`src/rtl/serial_frame_logger.sv`:
```
// Multi-channel UART frame logger: snapshots NUM_CH bytes on a start edge and
// sends them (raw or ASCII hex) 8N1, MSB byte first, then a terminator char.
module serial_frame_logger #(
    parameter int          NUM_CH       = 2,
    parameter int          CLKS_PER_BIT = 10416,
    parameter int          HEX_MODE     = 0,
    parameter logic [7:0]  TERM_CHAR    = 8'h0A
) (
    input  logic                  i_clock,
    input  logic                  i_reset,
    input  logic                  i_start,
    input  logic [8*NUM_CH-1:0]   i_data,
    output logic                  o_tx,
    output logic                  o_busy,
    output logic                  o_done,
    output logic                  o_overrun
);

    localparam int NCHAR = (HEX_MODE != 0) ? 2 * NUM_CH + 1 : NUM_CH + 1;
    localparam int CBW   = $clog2(CLKS_PER_BIT);
    localparam int IW    = $clog2(NCHAR + 1);
    localparam logic [CBW-1:0] CNT_LAST = CBW'(CLKS_PER_BIT - 1);
    localparam logic [IW-1:0]  IDX_LAST = IW'(NCHAR - 1);

    typedef enum logic [1:0] {
        S_IDLE  = 2'd0,
        S_START = 2'd1,
        S_DATA  = 2'd2,
        S_STOP  = 2'd3
    } state_t;

    function automatic logic [7:0] hex_ascii(input logic [3:0] nib);
        if (nib < 4'd10) begin
            return 8'h30 + {4'h0, nib};
        end else begin
            return 8'h37 + {4'h0, nib};
        end
    endfunction

    // In hex mode two consecutive character slots map onto one payload byte.
    function automatic logic [7:0] char_at(input logic [8*NUM_CH-1:0] frame,
                                           input logic [IW-1:0] idx);
        logic [7:0] sel_byte;
        int         k;
        sel_byte = 8'h00;
        k = (HEX_MODE != 0) ? int'(idx[IW-1:1]) : int'(idx);
        for (int j = 0; j < NUM_CH; j++) begin
            if (j == k) begin
                sel_byte = frame[8*(NUM_CH-1-j) +: 8];
            end
        end
        if (idx == IDX_LAST) begin
            return TERM_CHAR;
        end else if (HEX_MODE != 0) begin
            return idx[0] ? hex_ascii(sel_byte[3:0]) : hex_ascii(sel_byte[7:4]);
        end else begin
            return sel_byte;
        end
    endfunction

    state_t              state_q, state_d;
    logic [CBW-1:0]      cnt_q, cnt_d;
    logic [2:0]          bit_q, bit_d;
    logic [IW-1:0]       idx_q, idx_d;
    logic [8*NUM_CH-1:0] frame_q, frame_d;
    logic                start_q;
    logic                tx_q, tx_d;
    logic                busy_q, busy_d;
    logic                done_q, done_d;
    logic                ovr_q, ovr_d;
    logic                start_edge;
    logic [7:0]          cur_char;

    // Next-state, counters and registered-output values.
    always_comb begin
        state_d    = state_q;
        cnt_d      = cnt_q;
        bit_d      = bit_q;
        idx_d      = idx_q;
        frame_d    = frame_q;
        busy_d     = busy_q;
        done_d     = 1'b0;
        start_edge = i_start & ~start_q;
        ovr_d      = start_edge & busy_q;

        case (state_q)
            S_IDLE: begin
                if (start_edge) begin
                    frame_d = i_data;
                    idx_d   = '0;
                    cnt_d   = '0;
                    bit_d   = 3'd0;
                    busy_d  = 1'b1;
                    state_d = S_START;
                end else begin
                    state_d = S_IDLE;
                end
            end
            S_START: begin
                if (cnt_q == CNT_LAST) begin
                    cnt_d   = '0;
                    bit_d   = 3'd0;
                    state_d = S_DATA;
                end else begin
                    cnt_d = cnt_q + 1'b1;
                end
            end
            S_DATA: begin
                if (cnt_q == CNT_LAST) begin
                    cnt_d = '0;
                    if (bit_q == 3'd7) begin
                        state_d = S_STOP;
                    end else begin
                        bit_d = bit_q + 3'd1;
                    end
                end else begin
                    cnt_d = cnt_q + 1'b1;
                end
            end
            S_STOP: begin
                if (cnt_q == CNT_LAST) begin
                    cnt_d = '0;
                    if (idx_q == IDX_LAST) begin
                        busy_d  = 1'b0;
                        done_d  = 1'b1;
                        state_d = S_IDLE;
                    end else begin
                        idx_d   = idx_q + 1'b1;
                        state_d = S_START;
                    end
                end else begin
                    cnt_d = cnt_q + 1'b1;
                end
            end
            default: begin
                state_d = S_IDLE;
            end
        endcase

        // Line level is derived from the next state so o_tx stays registered
        // without lagging the state machine by a cycle.
        cur_char = char_at(frame_d, idx_d);
        case (state_d)
            S_START: tx_d = 1'b0;
            S_DATA:  tx_d = cur_char[bit_d];
            default: tx_d = 1'b1;
        endcase
    end

    // State and output registers.
    always_ff @(posedge i_clock) begin
        if (i_reset) begin
            state_q <= S_IDLE;
            cnt_q   <= '0;
            bit_q   <= 3'd0;
            idx_q   <= '0;
            frame_q <= '0;
            start_q <= 1'b1;
            tx_q    <= 1'b1;
            busy_q  <= 1'b0;
            done_q  <= 1'b0;
            ovr_q   <= 1'b0;
        end else begin
            state_q <= state_d;
            cnt_q   <= cnt_d;
            bit_q   <= bit_d;
            idx_q   <= idx_d;
            frame_q <= frame_d;
            start_q <= i_start;
            tx_q    <= tx_d;
            busy_q  <= busy_d;
            done_q  <= done_d;
            ovr_q   <= ovr_d;
        end
    end

    assign o_tx      = tx_q;
    assign o_busy    = busy_q;
    assign o_done    = done_q;
    assign o_overrun = ovr_q;

endmodule

```
`config.mk`:
```
export PLATFORM = sky130hd
export DESIGN_NAME = serial_frame_logger
export DESIGN_NICKNAME = d
export VERILOG_FILES = /design/src/rtl/serial_frame_logger.sv
export SDC_FILE = /design/constraint.sdc
export NUM_CORES = 1
export LEC_CHECK = 0
export CAP_MARGIN = 40
export CORE_UTILIZATION = 50
export CTS_CLUSTER_DIAMETER = 30
export DETAILED_ROUTE_END_ITERATION = 16
export GPL_TIMING_DRIVEN = 1
export PLACE_DENSITY = 0.76
export REMOVE_ABC_BUFFERS = 1
export SLEW_MARGIN = 20
export SYNTH_ARGS = -nofsm -noshare
export SYNTH_HDL_FRONTEND = slang
export SYNTH_SLANG_ARGS = --single-unit
```
`constraint.sdc`:
```
create_clock -name i_clock -period 2.4 [get_ports i_clock]
set_input_delay 0.48 -clock i_clock [delete_from_list [all_inputs] [get_ports i_clock]]
set_output_delay 0.48 -clock i_clock [all_outputs]
set_load 0.01 [all_outputs]
```
Yosys cells after proc, flatten, opt, wreduce, memory -nomap -nowiden
Cells that the tools add are included.

storage, ports and cells
  bits in writable memories = 0
  flip-flop bits (word level) = 42
  memory bits (read-only) = 0
  memories = 0
  latch bits = 0
  output and inout bits = 4
  input port bits = 19
  word-level logic and storage cells = 70

operators by class
  reductions and logical operators = 6
  mux-type cells = 32
  bitwise operators = 5
  eq/ne operators = 13
  multiply operators = 0
  order comparisons = 1
  shift-type cells = 0
  $add $sub $neg = 3
  divide/modulo/power cells = 0

operator list
  kind                                                                  number
  16-bit 2-to-1 mux                                                     2
  14-bit 2-to-1 mux                                                     2
  14-bit one-hot mux with 2 select lines                                1
  8-bit 2-to-1 mux                                                      3
  14-bit by 1-bit adder with 14-bit output, second input constant       1
  14-bit == test, second input constant                                 1
  2-bit 2-to-1 mux                                                      7
  3-bit 2-to-1 mux                                                      4
  2-bit == test, second input constant                                  5
  3-bit one-hot mux with 3 select lines                                 1
  2-bit one-hot mux with 4 select lines                                 1
  1-bit 2-to-1 mux                                                      7
  2-bit != test, second input constant                                  3
  3-bit OR reduction                                                    2
  2-bit by 1-bit == test with 1-bit output, second input constant       2
  2-bit logical NOT                                                     2
  3-bit by 4-bit < comparator with 1-bit output, second input constant  1
  1-bit one-hot mux with 2 select lines                                 2
  2-bit one-hot mux with 2 select lines                                 1
  4-bit AND reduction                                                   1
  3-bit by 1-bit adder with 3-bit output, second input constant         1
  1-bit binary-select mux with 3-bit select                             1
  3-bit == test, second input constant                                  1
  1-bit NOT                                                             3
  4 further kinds                                                       5

Depth between registers and ports, before layout
  word-level depth = 11
  gate-level depth with buffers = 11
  gate-level depth less buffers = 10

Worst setup path after synthesis
Ideal clock, no wire load.

  path kind = reg-to-reg
  start = register cnt_q[4]
  end = register tx_q, in the netlist o_tx
  setup time = 0.132 ns
  required time = 2.268 ns
  path buffers = 1
  data arrival time = 2.559 ns
  slack = -0.291 ns
  clock period less this slack = 2.691 ns
  cell stages (with the launch flop) = 10
  cells stage by stage = dfxtp_1 or3b_4 or4_4 buf_6 a211o_1 a211o_1 mux2i_1 mux2i_1 a211oi_2 a221oi_2

on the way
  longest elaborated chain between the ends = 10
  elaborated cells between the ends (all ways) = 21
  classes of those cells = 5 x eq/ne; 15 x mux; 1 x reduce/logical

ends and longest elaborated chain
  item                                       RTL line       text
  start, declared                            62             logic [CBW-1:0] cnt_q, cnt_d;
  start signal, assigned                     165            cnt_q <= cnt_d;
  14-bit == test (*)                         100, 109, 121
  2-bit 2-to-1 mux                           121            if (cnt_q == CNT_LAST) begin
  2-bit one-hot mux with 2 select lines      86             case (state_q)
  2-bit logical NOT                          48             if (j == k) begin
  8-bit 2-to-1 mux (2 in series)             48
  8-bit 2-to-1 mux                           52             if (idx == IDX_LAST) begin
  1-bit binary-select mux with 3-bit select  145            S_DATA: tx_d = cur_char[bit_d];
  1-bit 2-to-1 mux (implied by the code)     145
  1-bit one-hot mux with 2 select lines (*)  143            case (state_d)
  end signal, assigned                       170            tx_q <= tx_d;
  end, declared                              67             logic tx_q, tx_d;

Mark *: on every way between the ends. The rest lies on a longest branch, timed or not. The select of a mux whose other input is x is not followed.
A chain may end at the register's enable or synchronous reset.

Final worst setup path
Ends and elaborated chain as after synthesis.

==> qor.yml <==
logic_synthesis:
  synth_top_family_by_area: "simple AND/OR/NAND/NOR gates"
  yosys.area_share.simple: 0.2265
  ys_seq_elements: 42
  syn_area_per_cell_um2: 9.110
  synthMuxAreaShare: 0.1249
  synth_top_cell_by_area: "dfxtp_1"
  synth_edf_count: 0
  synth.cell_area_mm2: 0.002105
  ys_seq_area_frac: 0.3995
  synth_xor_area_frac: 0.04162
  synth-async-reset-ratio: 0
  synthAdderAreaFrac: 0.05945
  synth_cells: 231
  synth_area_leaders: "dfxtp_1 40%, mux2i_1 11%, nor2_1 7.0%"
  synth_compound_area_frac: 0.1189
  synth_cell_type_count: 50
  synthFlopType: "dfxtp_1"
  yosysWarnings: 0
  synth_top_area_frac: 0.3995
timing:
  min_period_ns: 2.695
  hold_viol_final: 0
  skew_ns: 0.008307
  tns_ns: -0.3200
  final_max_slew_viol_count: 0
  period_share: 1.123
  rsz0062_at_grt: "true"
  fmax_mhz: 371.1
  setup_slack_ns: -0.2946
  setup_violations: 2
  worst_pin_slew_ns: 0.3238
  slew_headroom: 0.7825
cells_and_area:
  layout.cells.most_common_list: "49 x buf_4, 39 x nor2_1, 37 x dfxtp_1"
  drive_gt1_frac: 0.2760
  layout.cells.non_filler: 358
  diodes: 0
  layout.nets: 336
  area_growth_pct: 40.96
  final_common_cell: "buf_4"
power:
  internal-power_mw: 1.108
  seqPwrFrac: 0.498
  power.density_mw_per_mm2: 485.5
  power_leakage_nw: 1.303
  power.share.combinational: 0.109
  peakVddDrop_uv: 405.1
  switching_share: 0.2310
  switching_power_mw: 0.3327
  p_clk_frac: 0.393
worst_setup_path:
  reg2reg_from: "cnt_q[4]"
  crit_start: "cnt_q[4]"
  worstPathArrival_ns: 2.88
  worstSetupPathType: "register to register"
  crit_path_start_kind: "register"
  rrSetupSlack_ns: -0.29
  r2r_end: "o_tx"
  crit_fanout: 3
  crit_path_end_kind: "register"
  cp.required_ns: 2.58
  rr_worst_depth: 8
  crit_end: "o_tx"
route:
  ant_nets: 0
  drt_first_pass_iters: 4
  wire_per_inst_um: 13.99
  vias: 1908
  drt_iter0_markers: 109
  drcViolationCount: 0
  vias_per_cell: 5.330
  wl_um: 5007
clock_tree:
  cts.clk_slew.worst_paths_ns: 0.09
  clkSinkCount: 42
  clockBufferDepth: 2
  clk_latency_ns: 0.30
  cts_buffers: 5
  cts_tree: "done"
  htree_levels: 2
  root_buffer: "clkbuf_8"
  hold_buffers: 0
global_route:
  grt_pass1_vias: 1872
  grt-ovfl-total: 0
  grt_max_degree: 21
  grt_usage: 0.2517
  grt_pass1_wl_um: 8438
  antenna_found_initial: 0
die:
  die_y_um: 66.88
  die-area_mm2: 0.004472
  num_rows: 23
  top_level_ports: 23
  start_util: 0.5224
  die_w_um: 66.88
  core_area_mm2: 0.004029
placement:
  globalplace.congestion: 0.8229
  dpl.cell_count: 347
  dpl.hpwl_um: 3447
  io_buffers: 22
outcome:
  outcome: "finished, violations left"
  failed_checks: "negative setup slack"
min_path:
  min_path_type: "register to register"
run:
  max_cap_violations: 0
-- how the worst min path moves through the flow --
stage	startpoint	to	slack, ns	depth (start not counted)
finish	o_busy	o_overrun	0.50	1
global route	o_busy	o_overrun	0.52	1
CTS	o_busy	o_overrun	0.50	1
detailed placement	o_busy	o_overrun	0.48	1
global placement	frame_q[10]	frame_q[10]	0.48	2
floorplan	cnt_q[1]	cnt_q[1]	0.44	2
-- synth_stat cells (all sizes together), types with 2 or more instances --
| cell type | number |
|---|---|
| nand2b | 3 |
| mux2 | 2 |
| nand4b | 2 |
| or4 | 2 |
| ha | 10 |
| xnor2 | 4 |
| buf | 2 |
| inv | 7 |
| nor2 | 39 |
| nor2b | 4 |
| a21oi | 8 |
| o21ai | 7 |
| o311a | 2 |
| nor3 | 5 |
| or3 | 5 |
| nand4 | 2 |
| nand2 | 17 |
| and3 | 2 |
| clkbuf | 5 |
| xor2 | 6 |
| mux2i | 24 |
| or2 | 2 |
| a211oi | 3 |
| and2 | 2 |
| nand3 | 6 |
| a211o | 2 |
| dfxtp | 42 |
| a221oi | 2 |
-- per-layer routing --
metal / vias to the layer above / routed length [um] / part of all wire / global-route usage
met5: - / 0 / 0 / 0
met4: 0 / 76 / 0.015 / 0.07979
met3: 12 / 180 / 0.036 / 0.07192
met2: 33 / 2536 / 0.51 / 0.4381
met1: 903 / 2213 / 0.44 / 0.2936
li1: 960 / - / - / -
-- state kept, by name, indices dropped and copies added, names as in the netlist --
name	count
frame_q	16
cnt_q	14
bit_q	3
idx_q	2
state_q	2
o_busy	1
o_done	1
o_overrun	1
o_tx	1
start_q	1
-- stage by stage --
step	hold WS [ns]	setup WS, ns	utilization	power, mW	cell area, um2
global placement	0.4806	-0.1925	0.6851	0.8794	2760
global route	0.5248	-0.3956	0.7363	1.487	2967
finish	0.4970	-0.2946	0.7363	1.440	2967
floorplan	0.4443	-0.4475	-	0.7945	2069
CTS	0.4974	-0.2427	0.7311	1.438	2945
detailed placement	0.4837	-0.2836	0.6851	0.8825	2760
-- worst max-delay path: stages (launching register included) --
cell	delay, ns
dfxtp_2	0.33
or3b_4	0.39
or4_4	0.55
a211o_4	0.39
a211o_4	0.35
mux2i_1	0.16
mux2i_1	0.11
a211oi_2	0.25
a221oi_2	0.05
-- cells by family (layout without fill, tap and decap cells) --
kind of cell / count (synthesis) / count (layout)
buffers and inverters: 14 / 91
muxes: 26 / 26
xor gates and xnor gates: 10 / 10
and+or+nand+nor: 96 / 96
DFF: 42 / 42
adders and majority gates: 10 / 10
AOI/OAI and AO/OA: 33 / 33
-- repair_timing --
action | CTS | global route
cloned | 1 | 0
setup buffers | 2 | 0
hold endpoints to repair | 0 | 0
pin swaps | 7 | 5
gates resized for setup | 12 | 8
endpoints found under the setup margin | 3 | 7
-- area by class of cell --
cell class / instances / area, um2
multi-input cells: 175 / 1266
flip-flops and latches: 42 / 847.1
well taps: 50 / 62.56
clock inverters: 3 / 40.04
repair buffers: 76 / 655.6
fillers: 293 / 1062
inverters: 7 / 26.28
clock buffers: 5 / 68.82
-- power by group through the flow --
stage	clock (mW)	sequential, mW	combinational [mW]
4_1_cts	0.566	0.717	0.155
6_report	0.566	0.718	0.157
2_1_floorplan	0	0.733	0.0610
3_3_place_gp	0	0.733	0.146
3_5_place_dp	0	0.734	0.149
5_1_grt	0.599	0.720	0.169
(Power assumes the default switching activity.)
